--- src/rtl/core_pipe_pkg.sv ---
// Shared definitions for the integer-core pipeline registers.
// Default field widths, the EX->MEM payload layout and the x0 register index.
package core_pipe_pkg;

    localparam int DEF_DATA_W  = 32;
    localparam int DEF_WADDR_W = 5;
    localparam int DEF_CTRL_W  = 4;

    localparam int REG_ZERO = 0;

    typedef struct packed {
        logic [DEF_DATA_W-1:0]  op_c;
        logic [DEF_WADDR_W-1:0] waddr;
        logic                   we;
        logic [DEF_CTRL_W-1:0]  ctrl;
    } ex_mem_payload_t;

    // Flat width of one EX->MEM beat for arbitrary field widths.
    function automatic int payload_w(input int data_w, input int waddr_w, input int ctrl_w);
        return data_w + waddr_w + 1 + ctrl_w;
    endfunction

endpackage

--- src/rtl/ex_mem_pipe_stage_if.sv ---
// EX->MEM handshake bus: the upstream beat, its ready, and the downstream held entry.
// valid/ready: a beat transfers on a rising edge where valid and ready are both 1.
interface ex_mem_pipe_stage_if
    import core_pipe_pkg::*;
#(
    parameter int DATA_W  = DEF_DATA_W,
    parameter int WADDR_W = DEF_WADDR_W,
    parameter int CTRL_W  = DEF_CTRL_W
);

    logic               in_valid_i;
    logic               in_ready_o;
    logic [DATA_W-1:0]  ex_op_c_i;
    logic [WADDR_W-1:0] ex_reg_waddr_i;
    logic               ex_reg_we_i;
    logic [CTRL_W-1:0]  ex_ctrl_i;

    logic               out_valid_o;
    logic               out_ready_i;
    logic [DATA_W-1:0]  ex_mem_reg_op_c_o;
    logic [WADDR_W-1:0] ex_mem_reg_reg_waddr_o;
    logic               ex_mem_reg_reg_we_o;
    logic [CTRL_W-1:0]  ex_mem_reg_ctrl_o;

    modport master (
        output in_valid_i, ex_op_c_i, ex_reg_waddr_i, ex_reg_we_i, ex_ctrl_i, out_ready_i,
        input  in_ready_o, out_valid_o, ex_mem_reg_op_c_o, ex_mem_reg_reg_waddr_o,
               ex_mem_reg_reg_we_o, ex_mem_reg_ctrl_o
    );

    modport slave (
        input  in_valid_i, ex_op_c_i, ex_reg_waddr_i, ex_reg_we_i, ex_ctrl_i, out_ready_i,
        output in_ready_o, out_valid_o, ex_mem_reg_op_c_o, ex_mem_reg_reg_waddr_o,
               ex_mem_reg_reg_we_o, ex_mem_reg_ctrl_o
    );

endinterface

--- src/rtl/pipe_skid_buf.sv ---
// Generic valid/ready pipeline register of width W.
// SKID=1 adds a second entry so in_ready comes straight from a flop; SKID=0 is a single entry.
module pipe_skid_buf #(
    parameter int W    = 8,
    parameter bit SKID = 1'b1
) (
    input  logic         clk,
    input  logic         rst_n,
    input  logic         flush,
    input  logic         in_valid,
    output logic         in_ready,
    input  logic [W-1:0] in_data,
    output logic         out_valid,
    input  logic         out_ready,
    output logic [W-1:0] out_data
);

    logic         m_valid;
    logic [W-1:0] m_data;
    logic         accept;
    logic         pop;

    assign accept    = in_valid & in_ready;
    assign pop       = m_valid & out_ready;
    assign out_valid = m_valid;
    assign out_data  = m_data;

    generate
        if (SKID) begin : g_skid
            logic         s_valid;
            logic [W-1:0] s_data;

            assign in_ready = ~s_valid;

            // S only fills while M is stalled, so S is always the younger beat.
            always_ff @(posedge clk or negedge rst_n) begin
                if (!rst_n) begin
                    m_valid <= 1'b0;
                    m_data  <= '0;
                    s_valid <= 1'b0;
                    s_data  <= '0;
                end else if (flush) begin
                    m_valid <= 1'b0;
                    s_valid <= 1'b0;
                end else if (pop || !m_valid) begin
                    if (s_valid) begin
                        m_valid <= 1'b1;
                        m_data  <= s_data;
                        s_valid <= 1'b0;
                    end else begin
                        m_valid <= accept;
                        if (accept) begin
                            m_data <= in_data;
                        end
                    end
                end else if (accept) begin
                    s_valid <= 1'b1;
                    s_data  <= in_data;
                end
            end
        end else begin : g_single
            assign in_ready = ~m_valid | out_ready;

            always_ff @(posedge clk or negedge rst_n) begin
                if (!rst_n) begin
                    m_valid <= 1'b0;
                    m_data  <= '0;
                end else if (flush) begin
                    m_valid <= 1'b0;
                end else if (accept) begin
                    m_valid <= 1'b1;
                    m_data  <= in_data;
                end else if (pop) begin
                    m_valid <= 1'b0;
                end
            end
        end
    endgenerate

endmodule

--- src/rtl/ex_mem_pipe_stage.sv ---
// EX->MEM pipeline stage: handshaked register with flush, x0 write suppression,
// write-enable gating by valid, and a saturating back-pressure counter.
module ex_mem_pipe_stage
    import core_pipe_pkg::*;
#(
    parameter int DATA_W        = DEF_DATA_W,
    parameter int WADDR_W       = DEF_WADDR_W,
    parameter int CTRL_W        = DEF_CTRL_W,
    parameter bit SKID          = 1'b1,
    parameter bit ZERO_SUPPRESS = 1'b1,
    parameter int CNT_W         = 16
) (
    input  logic                 clk,
    input  logic                 rst_n,
    input  logic                 flush_i,
    ex_mem_pipe_stage_if.slave   bus,
    output logic [CNT_W-1:0]     stall_cnt_o
);

    localparam int PW = payload_w(DATA_W, WADDR_W, CTRL_W);

    logic          cap_we;
    logic [PW-1:0] in_data;
    logic [PW-1:0] m_data;
    logic          m_valid;

    // Writes to x0 are dropped here so MEM/WB never see them as real writes.
    assign cap_we  = ZERO_SUPPRESS ? (bus.ex_reg_we_i & (bus.ex_reg_waddr_i != WADDR_W'(REG_ZERO)))
                                   : bus.ex_reg_we_i;
    assign in_data = {bus.ex_op_c_i, bus.ex_reg_waddr_i, cap_we, bus.ex_ctrl_i};

    pipe_skid_buf #(
        .W    (PW),
        .SKID (SKID)
    ) u_buf (
        .clk       (clk),
        .rst_n     (rst_n),
        .flush     (flush_i),
        .in_valid  (bus.in_valid_i),
        .in_ready  (bus.in_ready_o),
        .in_data   (in_data),
        .out_valid (m_valid),
        .out_ready (bus.out_ready_i),
        .out_data  (m_data)
    );

    assign bus.out_valid_o            = m_valid;
    assign bus.ex_mem_reg_op_c_o      = m_data[PW-1 -: DATA_W];
    assign bus.ex_mem_reg_reg_waddr_o = m_data[CTRL_W+1 +: WADDR_W];
    assign bus.ex_mem_reg_reg_we_o    = m_valid & m_data[CTRL_W];
    assign bus.ex_mem_reg_ctrl_o      = m_data[CTRL_W-1:0];

    // Counts cycles MEM refuses a valid entry; sticks at all-ones, cleared only by reset.
    always_ff @(posedge clk or negedge rst_n) begin
        if (!rst_n) begin
            stall_cnt_o <= '0;
        end else if (m_valid && !bus.out_ready_i && (stall_cnt_o != '1)) begin
            stall_cnt_o <= stall_cnt_o + 1'b1;
        end
    end

endmodule

--- src/flat_wrapper.sv ---
// flat-port wrapper written by rule: the top's interface ports become plain ports
module ex_mem_pipe_stage_flat import core_pipe_pkg::*;
#(
    parameter int DATA_W        = DEF_DATA_W,
    parameter int WADDR_W       = DEF_WADDR_W,
    parameter int CTRL_W        = DEF_CTRL_W,
    parameter bit SKID          = 1'b1,
    parameter bit ZERO_SUPPRESS = 1'b1,
    parameter int CNT_W         = 16
)
  (clk, rst_n, flush_i, stall_cnt_o, bus_in_valid_i, bus_ex_op_c_i, bus_ex_reg_waddr_i, bus_ex_reg_we_i, bus_ex_ctrl_i, bus_out_ready_i, bus_in_ready_o, bus_out_valid_o, bus_ex_mem_reg_op_c_o, bus_ex_mem_reg_reg_waddr_o, bus_ex_mem_reg_reg_we_o, bus_ex_mem_reg_ctrl_o);
  ex_mem_pipe_stage_if #(.DATA_W(DATA_W), .WADDR_W(WADDR_W), .CTRL_W(CTRL_W)) bus_i ();
  input  logic clk;
  input  logic rst_n;
  input  logic flush_i;
  output logic [CNT_W-1:0] stall_cnt_o;
  input wire logic [$bits(bus_i.in_valid_i)-1:0] bus_in_valid_i;
  input wire logic [$bits(bus_i.ex_op_c_i)-1:0] bus_ex_op_c_i;
  input wire logic [$bits(bus_i.ex_reg_waddr_i)-1:0] bus_ex_reg_waddr_i;
  input wire logic [$bits(bus_i.ex_reg_we_i)-1:0] bus_ex_reg_we_i;
  input wire logic [$bits(bus_i.ex_ctrl_i)-1:0] bus_ex_ctrl_i;
  input wire logic [$bits(bus_i.out_ready_i)-1:0] bus_out_ready_i;
  output wire logic [$bits(bus_i.in_ready_o)-1:0] bus_in_ready_o;
  output wire logic [$bits(bus_i.out_valid_o)-1:0] bus_out_valid_o;
  output wire logic [$bits(bus_i.ex_mem_reg_op_c_o)-1:0] bus_ex_mem_reg_op_c_o;
  output wire logic [$bits(bus_i.ex_mem_reg_reg_waddr_o)-1:0] bus_ex_mem_reg_reg_waddr_o;
  output wire logic [$bits(bus_i.ex_mem_reg_reg_we_o)-1:0] bus_ex_mem_reg_reg_we_o;
  output wire logic [$bits(bus_i.ex_mem_reg_ctrl_o)-1:0] bus_ex_mem_reg_ctrl_o;
  assign bus_i.in_valid_i = bus_in_valid_i;
  assign bus_i.ex_op_c_i = bus_ex_op_c_i;
  assign bus_i.ex_reg_waddr_i = bus_ex_reg_waddr_i;
  assign bus_i.ex_reg_we_i = bus_ex_reg_we_i;
  assign bus_i.ex_ctrl_i = bus_ex_ctrl_i;
  assign bus_i.out_ready_i = bus_out_ready_i;
  assign bus_in_ready_o = bus_i.in_ready_o;
  assign bus_out_valid_o = bus_i.out_valid_o;
  assign bus_ex_mem_reg_op_c_o = bus_i.ex_mem_reg_op_c_o;
  assign bus_ex_mem_reg_reg_waddr_o = bus_i.ex_mem_reg_reg_waddr_o;
  assign bus_ex_mem_reg_reg_we_o = bus_i.ex_mem_reg_reg_we_o;
  assign bus_ex_mem_reg_ctrl_o = bus_i.ex_mem_reg_ctrl_o;
  ex_mem_pipe_stage #(.DATA_W(DATA_W), .WADDR_W(WADDR_W), .CTRL_W(CTRL_W), .SKID(SKID), .ZERO_SUPPRESS(ZERO_SUPPRESS), .CNT_W(CNT_W)) u_core (.clk(clk), .rst_n(rst_n), .flush_i(flush_i), .bus(bus_i), .stall_cnt_o(stall_cnt_o));
endmodule
--- config.mk ---
export PLATFORM = sky130hd
export DESIGN_NAME = ex_mem_pipe_stage_flat
export DESIGN_NICKNAME = d
export VERILOG_FILES = /design/src/rtl/core_pipe_pkg.sv /design/src/rtl/ex_mem_pipe_stage_if.sv /design/src/rtl/pipe_skid_buf.sv /design/src/rtl/ex_mem_pipe_stage.sv /design/src/flat_wrapper.sv
export SDC_FILE = /design/constraint.sdc
export NUM_CORES = 1
export LEC_CHECK = 0
export CORE_AREA = 2 2 97 99
export DETAILED_ROUTE_END_ITERATION = 12
export DIE_AREA = 0 0 99 101
export PLACE_DENSITY = 0.82
export SYNTH_ARGS = -nofsm -noshare
export SYNTH_HDL_FRONTEND = slang
export SYNTH_SLANG_ARGS = --single-unit
--- constraint.sdc ---
create_clock -name clk -period 3.1 [get_ports clk]
set_clock_uncertainty 0.1 [all_clocks]
set_input_delay 0.62 -clock clk [delete_from_list [all_inputs] [get_ports clk]]
set_output_delay 0.62 -clock clk [all_outputs]
set_load 0.02 [all_outputs]
Word level (Yosys, flattened, before mapping)
Cells that the tools add are included.
{"block": "op_classes", "reduce_logical": 11, "n_mux": 8, "bitwise": 7, "n_addsub": 1, "eq_ne": 1}
{"cell": "42-bit two-way mux", "count": 2}
{"cell": "16-bit by 1-bit adder with 16-bit output (second input constant)", "count": 1}
{"cell": "16-bit inequality test (second input constant)", "count": 1}
{"cell": "1-bit two-way mux", "count": 6}
{"cell": "3-bit AND reduction", "count": 2}
{"cell": "5-bit nonzero test", "count": 1}
{"cell": "1-bit bitwise AND", "count": 4}
{"cell": "2-bit nonzero test", "count": 2}
{"cell": "1-bit NOT", "count": 3}
{"cell": "3-bit nonzero test", "count": 1}
{"cell": "1-bit logical AND", "count": 2}
{"cell": "1-bit zero test", "count": 2}
{"cell": "1-bit logical OR", "count": 1}
{"block": "totals", "inputBits": 47, "output_inout_bits": 60, "register_bits": 102}

Logic depth before layout (Yosys ltp)
Gate-level depths: netlist (run 1).
{"block": "depth", "ltp_word": 5, "ltp_mapped": 7, "ltp_nobuf": 5}

Modules after synthesis
A second synthesis (run 1) with hierarchy kept.
{"block": "unflattened", "hier_cells": 306, "area_unflattened_um2": 4621.9}
{"mod": "pipe_skid_buf", "area_per_inst_um2": 3782.4, "n_inst": 1, "seq_area_each_um2": 2152.1, "cells_per_inst": 234}
{"mod": "ex_mem_pipe_stage", "area_per_inst_um2": 839.6, "n_inst": 1, "seq_area_each_um2": 400.4, "cells_per_inst": 72}

Least setup slack after synthesis (run 1)
No wires, ideal clock.
{"block": "synth_timing", "kind": "reg-to-reg", "from": "reg u_core.stall_cnt_o[0]", "to": "reg u_core.stall_cnt_o[12]", "synth_period_minus_slack_ps": 1930, "n_path_buf": 1, "setup_time_ps": 125, "arrival_ps": 1704, "slack_ps": 1170, "path_stages_with_launch": 7, "path_cell_list": "dfrtp_1 -> ha_1 -> and4_4 -> and3_1 -> buf_6 -> and3_1 -> mux2_4"}
{"block": "synth_via", "elab_chain_len": 2}
{"element": "start, declared", "line": "ex_mem_pipe_stage.sv:17", "text": "output logic [CNT_W-1:0] stall_cnt_o"}
{"element": "start signal, assigned", "line": "ex_mem_pipe_stage.sv:58", "text": "stall_cnt_o <= stall_cnt_o + 1'b1;"}
{"element": "branches (longest 2 deep; another with 16-bit by 1-bit adder with 16-bit output)"}
Several ways; the timed one is not identified.
A chain may end at the register's enable or synchronous reset.

Worst setup path after layout (run 1)
{"block": "layout_timing", "from": "reg u_core.u_buf.g_skid.s_valid", "to": "reg u_core.u_buf.m_data[4] (netlist: u_core.u_buf.out_data[4])"}
{"block": "layout_via", "elab_chain_len": 4}
{"element": "start, declared", "line": "pipe_skid_buf.sv:30", "text": "logic s_valid;"}
{"element": "start signal, assigned", "line": "pipe_skid_buf.sv:40", "text": "s_valid <= 1'b0;"}
{"element": "start signal, assigned", "line": "pipe_skid_buf.sv:44", "text": "s_valid <= 1'b0;"}
{"element": "start signal, assigned", "line": "pipe_skid_buf.sv:49", "text": "s_valid <= 1'b0;"}
{"element": "1-bit NOT", "line": "pipe_skid_buf.sv:33", "text": "assign in_ready = ~s_valid;"}
{"element": "1-bit bitwise AND", "line": "pipe_skid_buf.sv:23", "text": "assign accept = in_valid & in_ready;"}
{"element": "2-bit nonzero test (no source line)"}
{"element": "3-bit AND reduction (no source line)"}
{"element": "end signal, assigned", "line": "pipe_skid_buf.sv:48", "text": "m_data <= s_data;"}
{"element": "end signal, assigned", "line": "pipe_skid_buf.sv:53", "text": "m_data <= in_data;"}
{"element": "end, declared", "line": "pipe_skid_buf.sv:19", "text": "logic [W-1:0] m_data;"}
Parallel ways exist; a longest one is shown, timed or not.

==> results of run 1 <==
through the flow:
step | setup WS, ns | instance area [um^2]
6_report | 0.852 | 5770
5_1_grt | 0.671 | 5770
4_1_cts | 0.829 | 5770
2_1_floorplan | 1.17 | 4710
3_3_place_gp | 0.725 | 5560
3_5_place_dp | 0.639 | 5560
logic make-up after synthesis:
group | share of synthesized area
multiplexers | 0.192
XOR/XNOR | 0.0242
buffers and inverters | 0.0917
flip-flops | 0.542
AO/OA/AOI/OAI | 0.0741
adder cells (fa/ha/maj) | 0.00266
AND/OR/NAND/NOR | 0.0736
sequential cells by signal, indices dropped and copies added (netlist names):
| register | cells |
|---|---|
| u_core.u_buf.g_skid.s_valid | 1 |
| u_core.u_buf.g_skid.s_data | 42 |
| u_core.stall_cnt_o | 16 |
| u_core.u_buf.out_data | 42 |
| u_core.u_buf.out_valid | 1 |
area by class of cell:
| class | instances | share of cell area |
|---|---|---|
| tap | 111 | 0.0241 |
| multi-input combinational | 233 | 0.300 |
| inverter | 1 | 0.000650 |
| sequential | 102 | 0.443 |
| clock buffer | 12 | 0.0269 |
| timing repair buffer | 111 | 0.196 |
| clock inverter | 4 | 0.00954 |
synthesized netlist by cell type, drive strengths merged:
library cell and n:
o21a 1, nand4 4, a21oi 49, nor2 44, and2 1, nand3 4
a2111oi 2, nor2b 1, mux2i 41, nor3 2, mux2 43, buf 60
inv 1, and4 1, or2b 1, clkbuf 2, ha 1, and3 5
or4 1, o211ai 1, nand2 10, xor2 13, dfrtp 102, o21ai 2
o31ai 2, a211oi 4
how the worst max path moves through the flow:
stage	start	to	slack, ns	depth (start not counted)
6_report	u_core.u_buf.g_skid.s_valid	u_core.u_buf.out_data[4]	0.85	6
5_1_grt	u_core.u_buf.g_skid.s_valid	u_core.u_buf.out_data[4]	0.67	6
4_1_cts	u_core.u_buf.g_skid.s_valid	u_core.u_buf.out_data[4]	0.83	6
3_5_place_dp	bus_out_ready_i	u_core.stall_cnt_o[13]	0.64	5
3_3_place_gp	bus_out_ready_i	u_core.stall_cnt_o[15]	0.72	5
2_1_floorplan	u_core.stall_cnt_o[0]	u_core.stall_cnt_o[12]	1.17	6
metal layers:
| metal | wire [um] | share of wire | track usage |
|---|---|---|---|
| met5 | 0 | 0 | 0 |
| met4 | 124 | 0.014 | 0.0622 |
| met3 | 489 | 0.055 | 0.0395 |
| met2 | 3990 | 0.45 | 0.286 |
| met1 | 4320 | 0.48 | 0.263 |
report_power, final:
group	total (mW)	internal (mW)	leakage, nW	switching, mW
registers	1.76	1.59	1.22	0.166
clock network	0.867	0.421	0.103	0.445
logic	0.846	0.459	1.09	0.386
critical path, cell delays in order (launching register included):
cell and delay, ns:
dfrtp_2 0.36, buf_4 0.61, nor2_1 0.22, nor3_4 0.21
buf_12 0.34, o211ai_1 0.14, o21a_1 0.14
==> results.tsv, run 1 <==
stage	metric	value	unit
outcome	outcome	finished clean	
floorplan	core	8980	um^2
worst_setup_path	r2r_setup_slack	0.85	ns
worst_setup_path	crit_required	3.24	ns
logic_synthesis	synth_top_area_cell	dfrtp_1	
layout	multiInputGateArea	1730	um^2
sta	hold_viol_final	0	
placement	dp.cells	558	
route	dr.pass1.iters	5	
layout	fill_cells	694	
route	antenna_left	0	
clock_tree	htreeDepth	3	
layout	drive_above_1_share	0.158	
sta	finalSetupTns	0	ns
logic_synthesis	ys_seq_area_frac	0.542	
layout	register_area	2550	um^2
worst_setup_path	path_max_fanout	84	
floorplan	core.rowCount	35	
global_route	first_global_vias	3061	
logic_synthesis	synth_cells	398	
power_and_ir_drop	irDropWorstVdd	0.443	mV
logic_synthesis	syn_avg_cell_area	11.8	um^2
layout	final_cell_mix	clkdlybuf4s50_1, dfrtp_1, a21oi_1	
logic_synthesis	synth_fp_nets	446	
sta	period_minus_slack	2.25	ns
clock_tree	cts_sinks	102	
sta	worst_slew_margin_rel	0.493	
placement	dp.final_hpwl	5850	um
logic_synthesis	ys_top_cells_by_area	dfrtp_1, mux2_2, mux2i_1	
clock_tree	post_cts_buffers	0	
clock_tree	cts_made_buffers	9	
logic_synthesis	ys.warnings.count	0	
sta	fmax	0.445	GHz
clock_tree	postCtsHoldBufs	0	
sta	worst_pin_slew	0.761	ns
worst_setup_path	ff2ff_path_depth	6	
clock_tree	clk_pin_slew	0.10	ns
placement	portBuffers	106	
route	post_drt_wl_per_cell	15.5	um
logic_synthesis	ys_types	33	
layout	nNetsFinal	506	
floorplan	die_y	101	um
clock_tree	insertion_delay	0.35	ns
logic_synthesis	netlist_area	4710	um^2
sta	setup-violations-final	0	
sta	hold_ws	0.185	ns
route	viasPerCell	5.32	
sta	report.final.slew_viol_count	0	
clock_tree	cts_tree	done	
sta	period_share	0.725	
layout	fin_util	0.643	
global_route	antenna_found_initial	0	
floorplan	initial_core_util	0.524	
worst_setup_path	timing.rr.end	u_core.u_buf.out_data[4]	
route	remaining_drc_errors	0	
hold_path	min_path_type	primary input to async pin	
logic_synthesis	synth_top_area_share	0.542	
floorplan	die-area	10000	um^2
job	max_cap_violations	0	
global_route	grt_max_degree	85	
power_and_ir_drop	total_power	3.47	mW
layout	final_common_cell	clkdlybuf4s50_1	
global_route	grt_use_total	0.185	
layout	syn2layout_area_growth	22.6	%
clock_tree	cts_resized	0	
route	vias	3051	
power_and_ir_drop	p_leak	2.40	nW
clock_tree	ctsRootBufferMaster	clkbuf_8	
floorplan	io_pins	107	
sta	grt_setup_unrepaired	false	
worst_setup_path	cp-end-kind	flop	
floorplan	die_w	99	um
logic_synthesis	synth-seq-cells	102	
layout	instances_no_fill	574	
worst_setup_path	worstPathArrival	2.39	ns
worst_setup_path	start_kind	flop	
route	drtIter0Drc	107	
worst_setup_path	crit_type	flop to flop	
route	routed_wl	8920	um
worst_setup_path	r2r_start	u_core.u_buf.g_skid.s_valid	
layout	diodes	0	
global_route	grt_pass1_wl	14700	um
global_route	overflow	0	
power_and_ir_drop	p_per_area	601	nW/um^2
clock_tree	cts_buffer_depth	2	
placement	place_congestion	0.870	
Note: power is estimated with default switching activity, not from simulation.
==> run 2: changes to the inputs <==
- CORE_AREA: 2 2 97 99 -> 2 2 106 108
- DIE_AREA: 0 0 99 101 -> 0 0 108 110
- PLACE_DENSITY: 0.82 -> 0.73
- clock period: 3.1 -> 1.98 ns (I/O delays scaled with it)
==> results.tsv, run 2 (synthesis results as in run 1) <==
stage	metric	value	unit	change
outcome	outcome	finished clean		unchanged
clock_tree	cts_tree	done		unchanged
route	viasPerCell	4.96		was 5.32
floorplan	die_w	108	um	was 99 um
floorplan	die_y	110	um	was 101 um
route	antenna_left	0		unchanged
sta	setup-violations-final	0		unchanged
worst_setup_path	critPathBufInv	1		was 2
clock_tree	clk_pin_slew	0.10	ns	about the same
job	max_cap_violations	0		unchanged
global_route	grt_use_total	0.161		was 0.185
route	dr.pass1.iters	4		was 5
sta	hold_viol_final	0		unchanged
global_route	overflow	0		unchanged
layout	drive_above_1_share	0.190		was 0.158
placement	dp.final_hpwl	6540	um	was 5850 um
worst_setup_path	cp.depth	1		was 6
sta	finalSetupTns	0	ns	unchanged
clock_tree	insertion_delay	0.35	ns	about the same
worst_setup_path	cp-startpoint	u_core.stall_cnt_o[13]		was u_core.u_buf.g_skid.s_valid
floorplan	io_pins	107		unchanged
sta	fmax	0.523	GHz	
layout	final_cell_mix	dfrtp_1, clkdlybuf4s50_1, a21oi_1		was clkdlybuf4s50_1, dfrtp_1, a21oi_1
sta	grt_setup_unrepaired	false		unchanged
floorplan	core.rowCount	38		was 35
global_route	antenna_found_initial	0		unchanged
worst_setup_path	crit_type	flop to output pin		was flop to flop
layout	instances_no_fill	624		was 574
worst_setup_path	slowest_delay	0.63	ns	was 0.61 ns
floorplan	die-area	11900	um^2	was 10000 um^2
layout	nNetsFinal	527		was 506
global_route	grt_pass1_wl	14900	um	was 14700 um
sta	report.final.slew_viol_count	0		unchanged
worst_setup_path	ff2ff_path_depth	5		was 6
worst_setup_path	r2r_setup_slack	0.11	ns	was 0.85 ns
route	routed_wl	9190	um	was 8920 um
layout	fin_util	0.563		was 0.643
floorplan	initial_core_util	0.440		was 0.524
sta	worst_pin_slew	0.462	ns	was 0.761 ns
worst_setup_path	cp_cell_sequence	clkdlybuf4s50_1		was buf_4 -> nor2_1 -> nor3_4 -> buf_12 -> o211ai_1 -> o21a_1
global_route	first_global_vias	3041		was 3061
worst_setup_path	timing.rr.end	u_core.stall_cnt_o[12]		was u_core.u_buf.out_data[4]
sta	period_share	0.966		
sta	period_minus_slack	1.91	ns	
worst_setup_path	worstPathArrival	1.42	ns	was 2.39 ns
worst_setup_path	crit_required	1.48	ns	was 3.24 ns
power_and_ir_drop	p_leak	2.65	nW	was 2.40 nW
placement	post-place-ws	-0.215	ns	was 0.639 ns
clock_tree	htreeDepth	3		unchanged
sta	worst_slew_margin_rel	0.692		was 0.493
power_and_ir_drop	p_per_area	896	nW/um^2	was 601 nW/um^2
placement	dp.cells	607		was 558
route	vias	3097		was 3051
placement	place_congestion	0.820		was 0.870
layout	final_common_cell	dfrtp_1		was clkdlybuf4s50_1
sta	hold_ws	0.390	ns	was 0.185 ns
worst_setup_path	start_kind	flop		unchanged
layout	syn2layout_area_growth	28.0	%	was 22.6%
route	drtIter0Drc	116		was 107
clock_tree	cts_made_buffers	9		unchanged
clock_tree	cts_buffer_depth	2		unchanged
sta	finalWorstSetupSlack	0.0675	ns	was 0.852 ns
clock_tree	ctsRootBufferMaster	clkbuf_8		unchanged
route	remaining_drc_errors	0		unchanged
worst_setup_path	r2r_start	u_core.stall_cnt_o[1]		was u_core.u_buf.g_skid.s_valid
global_route	grt_max_degree	47		was 85
floorplan	core	10700	um^2	was 8980 um^2
worst_setup_path	cp-end-kind	output pin		was flop
placement	portBuffers	106		unchanged
route	post_drt_wl_per_cell	14.7	um	was 15.5 um
layout	diodes	0		unchanged
worst_setup_path	path_max_fanout	5		was 84
worst_setup_path	critPathTopFamily	buffers and inverters		unchanged
power_and_ir_drop	irDropWorstVdd	0.549	mV	was 0.443 mV
worst_setup_path	crit_path_end	stall_cnt_o[13]		was u_core.u_buf.out_data[4]
hold_path	min_path_type	primary input to async pin		unchanged
clock_tree	cts_sinks	102		unchanged
worst_setup_path	critPathSlowestCell	clkdlybuf4s50_1		was buf_4
## run 2: changes by cell type in the layout (fill, tap and decap cells not counted)
| cell | before | now |
|---|---|---|
| buf_12 | 3 | 8 |
| buf_4 | 3 | 18 |
| clkbuf_1 | 1 | 2 |
| clkbuf_8 | 11 | 9 |
| clkdlybuf4s50_1 | 105 | 94 |
| clkinv_2 | 0 | 1 |
| clkinv_4 | 2 | 0 |
| clkinvlp_4 | 1 | 2 |
| dlygate4sd2_1 | 0 | 3 |
| dlygate4sd3_1 | 0 | 1 |
| dlymetal6s2s_1 | 0 | 8 |
| inv_6 | 0 | 1 |
## run 2: repair_timing
action	4_1_cts	5_1_grt
buffers inserted	0	0
hold buffers	1	0
hold endpoints to repair	25	0
resized for setup	3	8
setup endpoints to repair	3	8
## run 2: worst min-delay path by stage
| stage | endpoint | startpoint | slack, ns |
|---|---|---|---|
| 3_5_place_dp | u_core.u_buf.out_data[33] | rst_n | 0.24 |
| 2_1_floorplan | u_core.stall_cnt_o[0] | rst_n | 0.0004 |
| 4_1_cts | u_core.u_buf.g_skid.s_data[24] | rst_n | 0.39 |
| 5_1_grt | u_core.u_buf.out_data[27] | rst_n | 0.39 |
| 3_3_place_gp | u_core.u_buf.out_data[37] | rst_n | 0.24 |
| 6_report | u_core.u_buf.out_data[26] | rst_n | 0.39 |
## run 2: power breakdown
group / leakage (nW) / switching (mW) / internal, mW
Clock: 0.0899 / 0.684 / 0.589
Sequential: 1.22 / 0.248 / 2.49
Combinational: 1.34 / 0.627 / 0.757
## run 2: layer usage
| layer | vias up | routed length [um] | track usage |
|---|---|---|---|
| li1 | 1494 | - | - |
| met1 | 1518 | 4310 | 0.219 |
| met2 | 75 | 4320 | 0.255 |
| met3 | 10 | 443 | 0.0412 |
| met4 | 0 | 121 | 0.0531 |
| met5 | - | 0 | 0 |
## run 2: through the flow
stage,instance area (um^2),power [mW]
after floorplan,4710,3.65
after global placement,5810,4.13
after detailed placement,5810,4.19
after CTS,6010,5.47
after global routing,6030,5.72
final,6030,5.40
## run 2: layout make-up
type | count | area, um^2
clock buffers | 11 | 131
repair buffers | 132 | 1370
inverters | 1 | 3.75
clock inverters | 5 | 58.8
well taps | 140 | 175
multi-input cells | 233 | 1730
flip-flops and latches | 102 | 2550
fillers | 906 | 4670
==> run 3: changes to the inputs <==
- CAP_MARGIN: not set -> 40
- SKIP_CTS_REPAIR_TIMING: not set -> 1
==> results.tsv, run 3 (synthesis results as in run 1) <==
stage	metric	value	unit	change
clock_tree	cts_buffer_depth	2		unchanged
route	dr.pass1.iters	4		unchanged
global_route	grt_use_total	0.161		about the same
floorplan	core	10700	um^2	unchanged
layout	diodes	0		unchanged
route	routed_wl	9200	um	was 9190 um
worst_setup_path	slowest_delay	0.63	ns	about the same
layout	fin_area	6040	um^2	was 6030 um^2
sta	setup-violations-final	0		unchanged
clock_tree	cts_sinks	102		unchanged
sta	hold_ws	0.391	ns	was 0.390 ns
placement	place_congestion	0.820		unchanged
route	dr_wl_met2	4350	um	was 4320 um
route	antenna_left	0		unchanged
clock_tree	cts_tree	done		unchanged
sta	worst_slew_margin_rel	0.690		was 0.692
floorplan	die-area	11900	um^2	unchanged
power_and_ir_drop	irDropWorstVdd	0.549	mV	about the same
global_route	antenna_found_initial	0		unchanged
outcome	outcome	finished clean		unchanged
worst_setup_path	crit_type	flop to output pin		unchanged
job	max_cap_violations	0		unchanged
layout	nNetsFinal	527		unchanged
placement	dp.final_hpwl	6540	um	unchanged
layout	final_common_cell	dfrtp_1		unchanged
route	met1_length	4310	um	about the same
sta	period_minus_slack	1.91	ns	about the same
worst_setup_path	r2r_start	u_core.stall_cnt_o[1]		unchanged
layout	instances_no_fill	624		unchanged
worst_setup_path	r2r_setup_slack	0.11	ns	about the same
clock_tree	ctsRootBufferMaster	clkbuf_8		unchanged
global_route	overflow	0		unchanged
clock_tree	insertion_delay	0.35	ns	about the same
global_route	first_global_vias	3041		unchanged
route	vias	3106		was 3097
worst_setup_path	cp-startpoint	u_core.stall_cnt_o[13]		unchanged
placement	portBuffers	106		unchanged
worst_setup_path	path_max_fanout	5		unchanged
placement	place_area	5810	um^2	unchanged
worst_setup_path	start_kind	flop		unchanged
sta	fmax	0.523	GHz	about the same
floorplan	die_w	108	um	unchanged
route	highest-signal-layer	met4		unchanged
global_route	grt_max_degree	47		unchanged
power_and_ir_drop	p_per_area	894	nW/um^2	was 896 nW/um^2
sta	grt_setup_unrepaired	false		unchanged
worst_setup_path	ff2ff_path_depth	5		unchanged
global_route	grt_pass1_wl	14900	um	about the same
clock_tree	cts_made_buffers	9		unchanged
worst_setup_path	worstPathArrival	1.42	ns	about the same
worst_setup_path	critPathTopFamily	buffers and inverters		unchanged
worst_setup_path	cp_cell_sequence	clkdlybuf4s50_1		unchanged
placement	dp.cells	607		unchanged
floorplan	io_pins	107		unchanged
worst_setup_path	timing.rr.end	u_core.stall_cnt_o[12]		unchanged
floorplan	initial_core_util	0.440		unchanged
layout	syn2layout_area_growth	28.2	%	was 28.0%
route	drtIter0Drc	116		unchanged
layout	final_cell_mix	dfrtp_1, clkdlybuf4s50_1, a21oi_1		unchanged
sta	report.final.slew_viol_count	0		unchanged
route	wl_met3	456	um	was 443 um
worst_setup_path	cp-end-kind	output pin		unchanged
power_and_ir_drop	p_leak	2.68	nW	was 2.65 nW
floorplan	core.rowCount	38		unchanged
worst_setup_path	critPathBufInv	1		unchanged
clock_tree	clk_pin_slew	0.10	ns	about the same
layout	drive_above_1_share	0.190		unchanged
route	viasPerCell	4.98		was 4.96
worst_setup_path	critPathSlowestCell	clkdlybuf4s50_1		unchanged
sta	period_share	0.966		about the same
sta	hold_viol_final	0		unchanged
worst_setup_path	crit_required	1.48	ns	about the same
sta	worst_pin_slew	0.464	ns	was 0.462 ns
route	post_drt_wl_per_cell	14.8	um	was 14.7 um
floorplan	die_y	110	um	unchanged
hold_path	min_path_type	primary input to async pin		unchanged
route	remaining_drc_errors	0		unchanged
clock_tree	htreeDepth	3		unchanged
==> run 3: changes by cell type in the layout (fill, tap and decap cells not counted), sizes merged <==
cell and change:
dlygate4sd2 -3, dlymetal6s2s +3
==> run 3: layout make-up <==
type | count | area (um^2)
timing repair buffer | 132 | 1380
clock inverter | 5 | 58.8
fill | 906 | 4660
inverter | 1 | 3.75
sequential | 102 | 2550
multi-input combinational | 233 | 1730
clock buffer | 11 | 131
tap | 140 | 175
==> run 3: worst max-delay path by stage <==
| stage | cells past startpoint | slack [ns] | to |
|---|---|---|---|
| floorplan | 6 | 0.05 | u_core.stall_cnt_o[12] |
| global placement | 5 | -0.10 | u_core.stall_cnt_o[15] |
| detailed placement | 5 | -0.21 | u_core.stall_cnt_o[13] |
| CTS | 2 | -0.05 | bus_ex_mem_reg_reg_we_o |
| global route | 5 | 0.003 | u_core.stall_cnt_o[12] |
| finish | 1 | 0.07 | stall_cnt_o[13] |
==> run 3: routing by layer <==
metal / vias to the layer above / global-route usage
met2: 80 / 0.255
met4: 0 / 0.0522
met1: 1523 / 0.219
li1: 1495 / -
met3: 8 / 0.0412
met5: - / 0
==> run 3: report_power, final <==
| group | switching (mW) | internal [mW] | total, mW | leakage [nW] |
|---|---|---|---|---|
| Combinational | 0.627 | 0.758 | 1.39 | 1.37 |
| Sequential | 0.249 | 2.49 | 2.74 | 1.22 |
| Clock | 0.684 | 0.589 | 1.27 | 0.0899 |
==> run 3: metrics by stage <==
step | setup TNS [ns] | setup WS [ns] | utilization | power [mW]
floorplan | 0 | 0.0504 | - | 3.65
global placement | -3.44 | -0.105 | 0.543 | 4.13
detailed placement | -6.86 | -0.215 | 0.543 | 4.19
CTS | -0.0986 | -0.0515 | 0.561 | 5.47
global route | 0 | 0.00270 | 0.564 | 5.72
finish | 0 | 0.0682 | 0.564 | 5.40
